--- config.mk ---
export PLATFORM = sky130hd
export DESIGN_NAME = apb_master_bridge
export DESIGN_NICKNAME = d
export VERILOG_FILES = /design/src/rtl/apb_pkg.sv /design/src/rtl/apb_master_bridge.sv
export SDC_FILE = /design/constraint.sdc
export NUM_CORES = 1
export LEC_CHECK = 0
export BUFFER_PORTS_ARGS = -buffer_cell sky130_fd_sc_hd__buf_4
export CAP_MARGIN = 25
export CORE_MARGIN = 2
export CORE_UTILIZATION = 45
export DETAILED_ROUTE_END_ITERATION = 10
export HOLD_SLACK_MARGIN = 0.05
export PLACE_DENSITY = 0.79
export SYNTH_ARGS = -nofsm -noshare
export SYNTH_HDL_FRONTEND = slang
export SYNTH_SLANG_ARGS = --single-unit
--- constraint.sdc ---
create_clock -name clk -period 2.97 [get_ports clk]
set_clock_uncertainty 0.15 [all_clocks]
set_input_delay 0.1485 -clock clk [delete_from_list [all_inputs] [get_ports clk]]
set_output_delay 0.1485 -clock clk [all_outputs]
set_load 0.01 [all_outputs]
--- src/rtl/apb_pkg.sv ---
// Shared APB types: bus request/response bundles plus the
// master-bridge command, response and state encodings.
package apb_pkg;

   localparam int APB_ADDR_WIDTH      = 14;
   localparam int APB_DATA_WIDTH      = 32;
   localparam int APB_TIMEOUT_DEFAULT = 16;

   typedef enum logic {
      APB_READ  = 1'b0,
      APB_WRITE = 1'b1
   } apb_dir_e;

   typedef struct packed {
      logic [APB_ADDR_WIDTH-1:0] paddr;
      logic                      psel;
      logic                      penable;
      apb_dir_e                  pwrite;
      logic [APB_DATA_WIDTH-1:0] pwdata;
      logic                      pstrb;
   } apb_req_s;

   typedef struct packed {
      logic [APB_DATA_WIDTH-1:0] prdata;
      logic                      pready;
      logic                      pslverr;
   } apb_resp_s;

   typedef enum logic [1:0] {
      BR_IDLE,
      BR_SETUP,
      BR_ACCESS
   } apb_bridge_state_e;

   typedef struct packed {
      apb_dir_e                  write;
      logic [APB_ADDR_WIDTH-1:0] addr;
      logic [APB_DATA_WIDTH-1:0] wdata;
      logic                      strb;
   } apb_cmd_s;

   typedef struct packed {
      logic [APB_DATA_WIDTH-1:0] rdata;
      logic                      err;
      logic                      timeout;
   } apb_rsp_s;

endpackage

--- src/rtl/apb_master_bridge.sv ---
// Valid/ready command stream to APB SETUP/ACCESS transfers, with a
// one-entry response slot and an optional wait-state timeout.
module apb_master_bridge
   import apb_pkg::*;
#(
   parameter int ADDR_WIDTH     = APB_ADDR_WIDTH,
   parameter int DATA_WIDTH     = APB_DATA_WIDTH,
   parameter int TIMEOUT_CYCLES = APB_TIMEOUT_DEFAULT
) (
   input  logic                  clk,
   input  logic                  rst,
   input  logic                  cmd_valid_i,
   output logic                  cmd_ready_o,
   input  logic                  cmd_write_i,
   input  logic [ADDR_WIDTH-1:0] cmd_addr_i,
   input  logic [DATA_WIDTH-1:0] cmd_wdata_i,
   input  logic                  cmd_strb_i,
   output apb_req_s              apb_req_o,
   input  apb_resp_s             apb_resp_i,
   output logic                  rsp_valid_o,
   input  logic                  rsp_ready_i,
   output logic [DATA_WIDTH-1:0] rsp_rdata_o,
   output logic                  rsp_err_o,
   output logic                  rsp_timeout_o
);

   localparam int CW = (TIMEOUT_CYCLES > 0) ? $clog2(TIMEOUT_CYCLES + 1) : 1;
   localparam logic [CW-1:0] TO_LAST =
      CW'((TIMEOUT_CYCLES > 0) ? TIMEOUT_CYCLES - 1 : 0);

   apb_bridge_state_e state, state_d;
   logic [CW-1:0]     cnt;
   apb_req_s          req;
   apb_rsp_s          rsp;
   apb_cmd_s          cmd;
   logic              rsp_valid;
   logic              accept, done, abort;

   assign cmd.write = apb_dir_e'(cmd_write_i);
   assign cmd.addr  = cmd_addr_i;
   assign cmd.wdata = cmd_wdata_i;
   assign cmd.strb  = cmd_write_i & cmd_strb_i;

   assign cmd_ready_o   = (state == BR_IDLE) && (!rsp_valid || rsp_ready_i);
   assign apb_req_o     = req;
   assign rsp_valid_o   = rsp_valid;
   assign rsp_rdata_o   = rsp.rdata;
   assign rsp_err_o     = rsp.err;
   assign rsp_timeout_o = rsp.timeout;

   always_comb begin
      state_d = state;
      accept  = 1'b0;
      done    = 1'b0;
      abort   = 1'b0;
      unique case (state)
         BR_IDLE: begin
            if (cmd_valid_i && cmd_ready_o) begin
               accept  = 1'b1;
               state_d = BR_SETUP;
            end
         end
         BR_SETUP: state_d = BR_ACCESS;
         BR_ACCESS: begin
            if (apb_resp_i.pready) begin
               done    = 1'b1;
               state_d = BR_IDLE;
            end else if ((TIMEOUT_CYCLES != 0) && (cnt == TO_LAST)) begin
               abort   = 1'b1;
               state_d = BR_IDLE;
            end
         end
         default: state_d = BR_IDLE;
      endcase
   end

   always_ff @(posedge clk) begin
      if (rst) begin
         state     <= BR_IDLE;
         cnt       <= '0;
         req       <= '0;
         rsp       <= '0;
         rsp_valid <= 1'b0;
      end else begin
         state <= state_d;
         if (accept) begin
            req.paddr   <= cmd.addr;
            req.pwrite  <= cmd.write;
            req.pwdata  <= cmd.wdata;
            req.pstrb   <= cmd.strb;
            req.psel    <= 1'b1;
            req.penable <= 1'b0;
         end
         if (state == BR_SETUP) begin
            req.penable <= 1'b1;
            cnt         <= '0;
         end
         if ((state == BR_ACCESS) && !done && !abort)
            cnt <= cnt + CW'(1);
         if (done || abort) begin
            req.psel    <= 1'b0;
            req.penable <= 1'b0;
         end
         // a completion can never coincide with a consume: IDLE->SETUP->ACCESS
         if (done) begin
            rsp_valid   <= 1'b1;
            rsp.err     <= apb_resp_i.pslverr;
            rsp.timeout <= 1'b0;
            rsp.rdata   <= (req.pwrite == APB_WRITE) ? '0 : apb_resp_i.prdata;
         end else if (abort) begin
            rsp_valid   <= 1'b1;
            rsp.err     <= 1'b1;
            rsp.timeout <= 1'b1;
            rsp.rdata   <= '0;
         end else if (rsp_valid && rsp_ready_i) begin
            rsp_valid <= 1'b0;
         end
      end
   end

endmodule

==> metrics.txt <==
status finished, final reports clean; CP required 3090 ps; P per Cell Area 460.6 nW/um^2; Yosys top cell by area dfxtp_1; register area share after synthesis 51.98%; postcts setup bufs 0; Reg power frac 49.3%; clock share of power 32.1%; Starting DRT DRC Count 234; Final setup viols 0; Syn Area/Cell 9.708 sq um; placed insts 598; via count 3996; initial core utilization 46.09%; initial antenna violation count 0; fillcell total 541; flop2flop setup slack 680 ps; vias in the first global route 3905; post-CTS sizing 0; period utilization 77.04%; CTS Buffer Depth 2; Max Cap Viol 0; die width 92.74 microns; Pint 1.968 mW; Finished Cell Area 5833 sq um; fmax 437.0 MHz; Core Area 7687 sq um; top cells by area, synth dfxtp_1, o31ai_1, nand4_1; Fin Setup TNS 0 ps; count of flip-flops with a built-in enable after synthesis 0; Tightest Hold Check Type input pin to register; total global-route track usage 28.59%; RSZ-0062 raised after global routing no; largest net degree at the start of global routing 61; Via-to-Cell Ratio 5.750; Synth cell types 28; Port Buffers 171; root buf cell clkbuf_8; Fin. Hold Viols 0; CP Launch Type register; worst-path maximum fanout 34; first drt pass iteration count 5; DRC 0; Sw Share 26.74%; top-area cell type share of the netlist area 51.98%; Synth Net Count 453; TritonCTS Buffers 9; die height 92.74 microns; count leader, synth dfxtp_1; Slew headroom 31.53%; GR Overflow Total 0; Setup CP Type register to register; #FFs+latches synth 92; WP data arrival 2410 ps; Main synth FF type dfxtp_1; first-pass GRT wire length 19440 microns; Final Core Density 75.88%; H-tree levels 3; cells after synthesis 365; placed instance area 4813 sq um; Syn. warnings 0; Pins Over Slew Limit 0; ANT nets after route 0; area grow syn2layout 64.62%; total power 2.687 mW; worst slack, placed 766.1 ps; Comb pwr share 18.6%; switching power 0.7185 mW; wire per inst 18.03 microns; detailed placement HPWL 6680 microns; Inserted Diodes 0; GPL Wtd Cong 0.7492; Min Hold Slack 153.3 ps; die area 8600 sq um; worst IR drop on VDD 0.0003846 V; io pins 172; clock sink count 92; CTS tree done; PnR worst setup slack 681.8 ps; worst slew pin tran 1027 ps; # hold bufs at CTS 82; Post-Route WL 12530 microns; latest clock arrival within the worst-skew pair 350 ps; Lkg Pwr 2.569 nW; Tmin final 2288 ps; layout cell share with drive strength beyond 1 33.90%; fraction of registers with async set/reset 0%; Layout Cells excl Fill 695; Post-Syn Area 3543 sq um; Layout Nets 677; Clock transition at path regs 90 ps; Post-synth top cells dfxtp_1, a21oi_1, o31ai_1; CP Capture Type register; num rows 32
[metal layers]
layer  track usage [%]  share of wire [%]
met5                 0                  0
met4             17.16                4.9
met3             5.045                5.1
met2             51.03                 53
met1             31.56                 37
[path summary, 6_finish.rpt]
kind | cells after the start | startpoint | end
setup reg to reg | 7 | cnt[0] | apb_req_o[34]
setup / recovery | 7 | cnt[0] | apb_req_o[34]
hold / removal | 2 | rst | state[0]
hold reg to reg | 2 | apb_req_o[35] | apb_req_o[35]
[state kept, by name, summed over array words and instances, names as in the netlist]
register,flops
apb_req_o,50
rsp_rdata_o,32
cnt,5
state,2
rsp_err_o,1
rsp_timeout_o,1
rsp_valid_o,1
[power groups by stage]
stage / Sequential, mW / Combinational, mW / Clock (mW)
finish: 1.32 / 0.500 / 0.862
floorplan: 1.37 / 0.165 / 0
CTS: 1.32 / 0.488 / 0.865
detailed placement: 1.35 / 0.398 / 0
global placement: 1.35 / 0.392 / 0
global route: 1.33 / 0.534 / 0.929
[kinds of logic after synthesis]
family	synth area share (%)
AO/OA/AOI/OAI	28.07
adder cells (fa/ha/maj)	0.7061
buffers and inverters	6.391
flip-flops	51.98
AND/OR/NAND/NOR	12.85
[layout by cell type, fill, tap and decap left out, types with 2 or more instances in the layout]
cell / n
o31ai_1: 49
clkinvlp_4: 3
a311oi_1: 3
and3_1: 2
inv_1: 4
nor2_1: 4
nand2_1: 4
a22o_1: 32
dlygate4sd3_1: 82
nand4_1: 47
nand3_1: 5
a21oi_1: 56
nand2b_1: 3
a21boi_0: 2
or2_2: 2
dfxtp_1: 92
clkbuf_8: 10
buf_4: 178
ha_1: 2
[final cells by class]
class                           count  area (sq um)  area share (%)
Inverter                            4         15.01          0.2574
Clock inverter                      5         61.31           1.051
Timing Repair Buffer              260          2157           36.98
Tap cell                          102         127.6           2.188
Sequential cell                    92          1842           31.57
Clock buffer                       10         137.6           2.360
Multi-Input combinational cell    222          1493           25.59
[worst max-delay path: stages (launching register included)]
cell,delay (ps)
dfxtp_1,350
ha_1,230
and3_1,190
ha_1,220
or2_2,330
a21oi_2,140
buf_4,360
a21boi_0,240
Power figures use the tool's default switching activity.
